$ cat src/rtl/mem_stage.sv
// Pipeline MEM stage: branch resolution, data-memory access over a req/ack
// handshake with timeout, forwarding probe and the MEM/WB pipeline register.
module mem_stage #(
  parameter int unsigned TIMEOUT = 16
) (
  input  logic        clk,
  input  logic        reset,
  input  logic        we,
  input  logic        is_branch,
  input  logic [31:0] pc_branch,
  input  logic        alu_zero,
  input  logic        mem_read,
  input  logic        mem_write,
  input  logic        mem_type,
  input  logic        mem_to_reg,
  input  logic [31:0] alu_out,
  input  logic [31:0] data_t,
  input  logic [4:0]  reg_addr,
  input  logic        reg_write,
  output logic        dmem_req,
  output logic        dmem_we,
  output logic [31:0] dmem_addr,
  output logic [3:0]  dmem_be,
  output logic [31:0] dmem_wdata,
  input  logic [31:0] dmem_rdata,
  input  logic        dmem_ack,
  output logic        stall,
  output logic        branch_taken,
  output logic [31:0] pc_branch_out,
  output logic [4:0]  reg_probe,
  output logic [31:0] data_probe,
  output logic        write_probe,
  output logic        wb_mem_to_reg,
  output logic        wb_reg_write,
  output logic [4:0]  wb_reg_addr,
  output logic [31:0] wb_alu_out,
  output logic [31:0] wb_mem_data,
  output logic        addr_error,
  output logic        bus_error
);

  localparam int unsigned CNT_W = (TIMEOUT > 2) ? $clog2(TIMEOUT) : 1;
  localparam logic [CNT_W-1:0] CNT_LAST = CNT_W'(TIMEOUT - 1);

  typedef enum logic [1:0] {
    IDLE = 2'd0,
    BUSY = 2'd1,
    DONE = 2'd2
  } state_t;

  state_t           state_r;
  logic [CNT_W-1:0] counter_r;
  logic [31:0]      load_data_r;
  logic             timeout_r;

  logic mem_op_s;
  logic misaligned_s;
  logic access_s;

  function automatic logic [3:0] byte_enable(input logic byte_op, input logic [1:0] lane);
    logic [3:0] be;
    if (byte_op) begin
      be = 4'b0001 << lane;
    end else begin
      be = 4'b1111;
    end
    return be;
  endfunction

  function automatic logic [31:0] format_load(input logic byte_op, input logic [1:0] lane,
                                              input logic [31:0] rdata);
    logic [7:0] b;
    case (lane)
      2'd0:    b = rdata[7:0];
      2'd1:    b = rdata[15:8];
      2'd2:    b = rdata[23:16];
      2'd3:    b = rdata[31:24];
      default: b = 8'h00;
    endcase
    if (byte_op) begin
      return {{24{b[7]}}, b};
    end else begin
      return rdata;
    end
  endfunction

  assign mem_op_s     = mem_read | mem_write;
  assign misaligned_s = mem_op_s & ~mem_type & (alu_out[1:0] != 2'b00);
  assign access_s     = mem_op_s & ~misaligned_s;

  // Gated by reset so the freeze releases the moment reset is asserted.
  assign stall = reset & ((state_r == BUSY) | ((state_r == IDLE) & access_s));

  assign branch_taken  = is_branch & alu_zero;
  assign pc_branch_out = pc_branch;
  assign reg_probe     = reg_addr;
  assign data_probe    = ((state_r == DONE) && mem_to_reg) ? load_data_r : alu_out;
  assign write_probe   = reg_write & (~mem_to_reg | (state_r == DONE)) & ~misaligned_s;

  // Access FSM, memory request registers, sticky error flags and MEM/WB register.
  always_ff @(posedge clk or negedge reset) begin
    if (!reset) begin
      state_r       <= IDLE;
      counter_r     <= '0;
      load_data_r   <= 32'd0;
      timeout_r     <= 1'b0;
      dmem_req      <= 1'b0;
      dmem_we       <= 1'b0;
      dmem_addr     <= 32'd0;
      dmem_be       <= 4'd0;
      dmem_wdata    <= 32'd0;
      wb_mem_to_reg <= 1'b0;
      wb_reg_write  <= 1'b0;
      wb_reg_addr   <= 5'd0;
      wb_alu_out    <= 32'd0;
      wb_mem_data   <= 32'd0;
      addr_error    <= 1'b0;
      bus_error     <= 1'b0;
    end else begin
      case (state_r)
        IDLE: begin
          if (access_s) begin
            dmem_req   <= 1'b1;
            dmem_we    <= mem_write;
            dmem_addr  <= {alu_out[31:2], 2'b00};
            dmem_be    <= byte_enable(mem_type, alu_out[1:0]);
            dmem_wdata <= mem_type ? {4{data_t[7:0]}} : data_t;
            counter_r  <= '0;
            timeout_r  <= 1'b0;
            state_r    <= BUSY;
          end else begin
            if (misaligned_s) begin
              addr_error <= 1'b1;
            end
            if (we) begin
              wb_mem_to_reg <= mem_to_reg;
              wb_reg_write  <= reg_write & ~misaligned_s;
              wb_reg_addr   <= reg_addr;
              wb_alu_out    <= alu_out;
              wb_mem_data   <= 32'd0;
            end
          end
        end
        BUSY: begin
          counter_r <= counter_r + CNT_W'(1);
          if (dmem_ack) begin
            load_data_r <= format_load(mem_type, alu_out[1:0], dmem_rdata);
            dmem_req    <= 1'b0;
            state_r     <= DONE;
          end else if (counter_r == CNT_LAST) begin
            bus_error   <= 1'b1;
            timeout_r   <= 1'b1;
            load_data_r <= 32'd0;
            dmem_req    <= 1'b0;
            state_r     <= DONE;
          end
        end
        DONE: begin
          if (we) begin
            wb_mem_to_reg <= mem_to_reg;
            wb_reg_write  <= reg_write & ~timeout_r;
            wb_reg_addr   <= reg_addr;
            wb_alu_out    <= alu_out;
            wb_mem_data   <= load_data_r;
            state_r       <= IDLE;
          end
        end
        default: begin
          state_r  <= IDLE;
          dmem_req <= 1'b0;
        end
      endcase
    end
  end

endmodule

$ cat config.mk
export PLATFORM = sky130hd
export DESIGN_NAME = mem_stage
export DESIGN_NICKNAME = d
export VERILOG_FILES = /design/src/rtl/mem_stage.sv
export SDC_FILE = /design/constraint.sdc
export NUM_CORES = 1
export LEC_CHECK = 0
export BUFFER_PORTS_ARGS = -buffer_cell sky130_fd_sc_hd__buf_2
export CORE_AREA = 2 2 141 143
export CTS_CLUSTER_SIZE = 20
export DETAILED_ROUTE_END_ITERATION = 10
export DIE_AREA = 0 0 143 145
export PLACE_DENSITY_LB_ADDON = 0.15
export SYNTH_ARGS = -nofsm -noshare
export SYNTH_HDL_FRONTEND = slang
export SYNTH_SLANG_ARGS = --single-unit
export TNS_END_PERCENT = 10
$ cat constraint.sdc
create_clock -name clk -period 5.9 [get_ports clk]
set_input_delay 1.475 -clock clk [delete_from_list [all_inputs] [get_ports clk]]
set_output_delay 1.475 -clock clk [all_outputs]
set_load 0.03 [all_outputs]
# == Word-level counts from Yosys, hierarchy flattened ==
# Cells that the tools add are included.
# totals
in_bits,144
output_inout_bits,215
word_cells,107
register_bits,180
# classes
muxes,39
n_addsub,1
shift,1
n_reduce_logical,17
n_eq_ne,13
bitwise_logic,20
# ops
operator,count
32-bit 2-to-1 mux,10
32-bit case mux with 2 select lines,2
8-bit case mux with 4 select lines,1
3-bit AND reduction,4
1-bit 2-to-1 mux,11
1-bit AND,10
5-bit 2-to-1 mux,2
"2-bit inequality test, second input constant",5
5-bit case mux with 2 select lines,1
2-bit 2-to-1 mux,4
4-bit 2-to-1 mux,2
4-bit case mux with 2 select lines,1
2-bit AND reduction,4
4-bit AND reduction,2
2-bit nonzero test,4
1-bit inverter,7
"2-bit == test, second input constant",3
1-bit case mux with 2 select lines,3
2-bit case mux with 3 select lines,1
"4-bit by 1-bit adder with 4-bit output, second input constant",1
"2-bit by 1-bit == test with 1-bit output, second input constant",2
"4-bit == test, second input constant",1
2-bit zero test,2
"1-bit by 2-bit << shifter with 4-bit output, first input constant",1
other kinds (5),7

# == Longest topological paths before layout ==
# logic_depth
word_depth,8
mapped_depth,6

# == Least setup slack after synthesis ==
# No wires, ideal clock.
# synth_timing
path_type,input port to output port
start,in mem_type
end,out stall
t_arrival_ps,2724
cell_stages,5
setup_slack_ps,1701
cell_sequence,buf_4 -> o21ba_4 -> nor4_4 -> buf_6 -> o21a_1
# synth_via
elab_chain_cells,8
# synth_rtl
item,line_no,text
"start, declared",14,"input logic mem_type,"
1-bit inverter,88,assign misaligned_s = mem_op_s & ~mem_type & (alu_out[1:0] != 2'b00);
1-bit AND (2 in series),88,
1-bit inverter,89,assign access_s = mem_op_s & ~misaligned_s;
1-bit AND,89,
1-bit AND,92,assign stall = reset & ((state_r == BUSY) | ((state_r == IDLE) & access_s));
1-bit bitwise OR,92,
1-bit AND,92,
"end, declared",27,"output logic stall,"
# Every way passes these cells.

# == Worst setup path in the final report ==
# layout_timing
start,in alu_out[1]
end,out stall
# layout_via
elab_chain_cells,7
# layout_rtl
item,line_no,text
"start, declared",16,"input logic [31:0] alu_out,"
2-bit nonzero test,88,
1-bit AND,88,
1-bit inverter,89,
1-bit AND,89,
1-bit AND,92,
1-bit bitwise OR,92,
1-bit AND,92,
# Every way passes these cells.

==> results.md <==
Drt:
- The pre-antenna-repair detailed-routing pass consisted of 4 iterations.
- The number of nets with antenna violations after routing is 0.
- In the routed layout, each cell is associated on average with a via count of 5.10.
- Across all layers, the routed design uses 5885 vias.
- The wire length reported by the detailed router is 22700 um.
- In this run, the number of DRC markers left after iteration 0 of detailed routing was 199.
- The average routed wire per standard cell is 19.7 um.
- For this run, design rule violations remaining after detail routing come to 0.

Clock network:
- After clock tree synthesis, the clock-pin slew on the worst setup and hold paths is 0.07 ns.
- TritonCTS built the clock tree.
- In this run the deepest clock path goes through 2 buffers.
- In this run the post-CTS setup repair buffer count came out at 0.
- The clock net sink count is 180.
- For this design, the CTS-stage hold fixing added 0 buffers.
- The later-pin clock latency in the skew report is 0.44 ns.
- CTS placed an instance of clkbuf_16 at the clock tree root.
- The number of H-tree levels is 4.
- The total clock buffers created by CTS is 17.
- Once the clock tree was built, the resizer swapped 0 gates to a different size.

Global routing:
- The first global-routing pass estimated 35500 um of wire.
- The initial antenna violation count came to 3.
- Entering global routing, the biggest net connects 79 pins.
- The number of global-route vias before repair came to 6215.
- The total congestion overflow is 0.
- The global router's overall resource usage is 0.222.

Floorplan:
- Measured along the y axis, the die boundary spans 145 um.
- The initial utilization of the core area, before any placement, comes to 0.429.
- The horizontal extent of the die is 143 um.
- The placeable core region is 19200 um^2.
- The number of top-level design ports is 359.
- The floorplan has 51 rows.
- The overall die area is 20700 um^2.

Setup path:
- The sum of buffers and inverters on the critical path is 2.
- The category of the critical setup timing path is input pin to primary output.
- In this design, the critical path's most frequently occurring cell is buf_2.
- The cell family with the largest share of critical-path delay is simple AND/OR/NAND/NOR gates.
- Measured in cells, the most critical reg-to-reg path has a length of 3.
- The worst setup path is captured at a primary output.
- Walking the worst path, the cells encountered are buf_2 -> o21ba_4 -> nor4_4 -> o21a_1 -> buf_2.
- The critical path launch point type is an input pin.
- The number of cells on the critical path is 5.
- The peak fanout along the critical path is 20.
- The data arrival time of the critical path is 2.88 ns.
- STA puts the critical path data required time at 4.43 ns.
- The largest individual stage delay along the critical path comes from the cell nor4_4.
- For this run, the slowest stage of the critical path takes 0.49 ns.

Timing:
- The final-report max-slew violation count came to 0.
- Setup violations remaining at the end of the flow were counted as 0.
- The upper clock frequency limit is 0.230 GHz.
- The count of final hold-check violations is 0.
- Setup repair after global routing left no endpoint under its margin.
- The worst slack on hold paths is 0.479 ns.
- The clock arrives with 0.00969 ns of skew.
- The post-route fraction of the period consumed by the critical path is 0.737.
- The transition time of the tightest slew-check pin is 1.11 ns.
- The worst path in the final design needs a cycle of 4.35 ns, including I/O delays and setup.
- The total negative setup slack is 0 ns.
- The worst slew margin relative to its limit is 0.258.

Logic synthesis:
- In the synthesized netlist, the number of instances is 632.
- Ranked by total cell area, the synthesized netlist is headed by dfrtp_1 55%, mux2_2 14%, mux2_4 5.5%.
- The commonest cells after synthesis are 180 x dfrtp_1, 104 x mux2_2, 46 x buf_4.
- In the synthesized netlist the async set-or-reset flop fraction comes to 1.00.
- In this run, distinct cell masters in the synthesized netlist total 42.
- For this run, the register share of the synthesized area comes to 0.547.
- Yosys mapped a number of flops with a built-in enable equal to 0.
- The cell taking the most area after synthesis is dfrtp_1.
- The portion of synthesized cell area occupied by the leading cell type is 0.547.
- The most frequently used cell type in the post-synthesis netlist is dfrtp_1.
- The count of warnings emitted by yosys is 0.
- Counting flops and latches in the post-synthesis netlist gives 180.
- In the synthesized netlist the dominant register cell turns out to be dfrtp_1.
- The total standard cell area after synthesis is 8240 um^2.
- Averaged over all synthesized cells, the footprint is 13.0 um^2.

Placed design:
- The final RePlAce weighted congestion is 0.790.
- The number of buffer cells added on primary ports is 292.
- The number of cells in the design after placement is 1117.
- The wire-length estimate of the detail-placed layout is 16400 um.
- Once placement finished, the instance area stood at 9580 um^2.

Cells and area:
- The net total in the final layout is 1016.
- For this run, the number of standard cells in the final layout without fillers is 1153.
- Once layout is done, the placed cells without fillers occupy 10200 um^2.
- After filler insertion, the fill cell instance count of the layout stands at 1745.
- Relative to the synthesized area, the layout overhead comes to 23.4%.
- Summing all flip-flop and latch instances after layout gives 4500 um^2.
- In the final layout, the share of cells above drive strength 1 is 0.538.
- The multi-input combinational cells in the finished layout cover a total of 3090 um^2.

Power and ir drop:
- The switching portion of total power is 0.441.
- IR analysis of the VDD net gives a maximum drop of 250 uV.
- The share of total power dissipated in the clock network is 0.176.
- For this design the total switching power over the nets is 0.00276 W.
- For this design the static power due to leakage is 5.03 nW.
- Cell internal power was estimated by the tool at 0.00350 W.
- For this design the ratio of total power to cell area is 617 nW/um^2.
- Of the total power, registers draw 0.361.
- Of the total power, combinational logic draws 0.463.

Run:
- The number of maximum-capacitance constraint violations is 0.

Status:
- The run finished with clean final reports.

Hold path:
- The hold-critical path depth is 1.
- The class of the tightest hold or removal check is flop to flop.
==> routing by layer <==
layer	share of wire	track usage	vias up
li1	-	-	2686
met2	0.48	0.350	225
met1	0.43	0.287	2937
met4	0.018	0.0668	0
met3	0.076	0.0762	37
met5	0	0	-
==> cells by family (layout without fill, tap and decap cells) <==
group                    after synthesis  count (layout)  share of synthesized area
other                                  1               6                   0.000455
XOR/XNOR                               2               2                    0.00213
flip-flops                           180             180                      0.547
adder cells (fa/ha/maj)                1               1                    0.00152
AO/OA/AOI/OAI                        124             124                      0.114
multiplexers                         147             147                      0.216
buffers and inverters                110             361                     0.0784
AND/OR/NAND/NOR                       67              67                     0.0407
==> cell usage in the layout, fill, tap and decap left out, drive strengths merged, types with 2 or more instances in the layout <==
master / synthesis / layout
a21oi: 2 / 2
a22o: 32 / 32
and2: 2 / 2
buf: 60 / 298
clkbuf: 20 / 19
clkinv: 0 / 4
clkinvlp: 0 / 2
conb: 1 / 2
dfrtp: 180 / 180
diode: 0 / 4
inv: 30 / 38
mux2: 144 / 144
mux2i: 2 / 2
nand2: 17 / 17
nand2b: 3 / 3
nand3b: 6 / 6
nor2: 26 / 26
nor2b: 2 / 2
nor3: 2 / 2
o21a: 3 / 3
o21ai: 37 / 37
o21bai: 2 / 2
o221ai: 2 / 2
o22ai: 8 / 8
o2bb2ai: 32 / 32
o31ai: 2 / 2
or2: 4 / 4
xor2: 2 / 2
==> area by class of cell <==
type	instances	share of cell area
diodes	4	0.000985
clock buffers	18	0.0432
clock inverters	14	0.0133
inverters	30	0.0111
multi-input cells	343	0.304
flip-flops and latches	180	0.443
well taps	265	0.0326
repair buffers	299	0.151
==> path summary, 6_finish.rpt <==
check / slack, ns / to / from
worst min register to register: 0.48 / bus_error$_DFFE_PN0P_ / bus_error$_DFFE_PN0P_
max in group asynchronous: 3.55 / wb_alu_out[3]$_DFFE_PN0P_ / reset
worst min-delay path: 0.48 / bus_error$_DFFE_PN0P_ / bus_error$_DFFE_PN0P_
worst max-delay path: 1.55 / stall / alu_out[1]
worst max register to register: 3.18 / dmem_addr[8]$_DFFE_PN0P_ / state_r[1]$_DFFE_PN0P_
min in group asynchronous: 0.97 / dmem_addr[19]$_DFFE_PN0P_ / reset
==> per-stage QoR <==
stage / setup WS, ns / utilization / power (W)
2_1_floorplan: 1.70 / - / 0.00433
3_3_place_gp: 1.57 / 0.499 / 0.00514
3_5_place_dp: 1.55 / 0.499 / 0.00520
4_1_cts: 1.54 / 0.529 / 0.00633
5_1_grt: 1.46 / 0.529 / 0.00660
6_report: 1.55 / 0.529 / 0.00627
==> power groups by stage <==
stage | clock network, W | logic, W | registers [W]
after floorplan | 0 | 0.00118 | 0.00315
after global placement | 0 | 0.00289 | 0.00225
after detailed placement | 0 | 0.00293 | 0.00228
after CTS | 0.00114 | 0.00293 | 0.00226
after global routing | 0.00119 | 0.00307 | 0.00234
final | 0.00110 | 0.00290 | 0.00226
==> worst register-to-register path, cell delays in order, from the launching register on <==
cell	delay, ns
dfrtp_1	0.60
nor4_4	0.62
buf_4	0.89
mux2_2	0.50
Note: power is estimated with default switching activity, not from simulation.
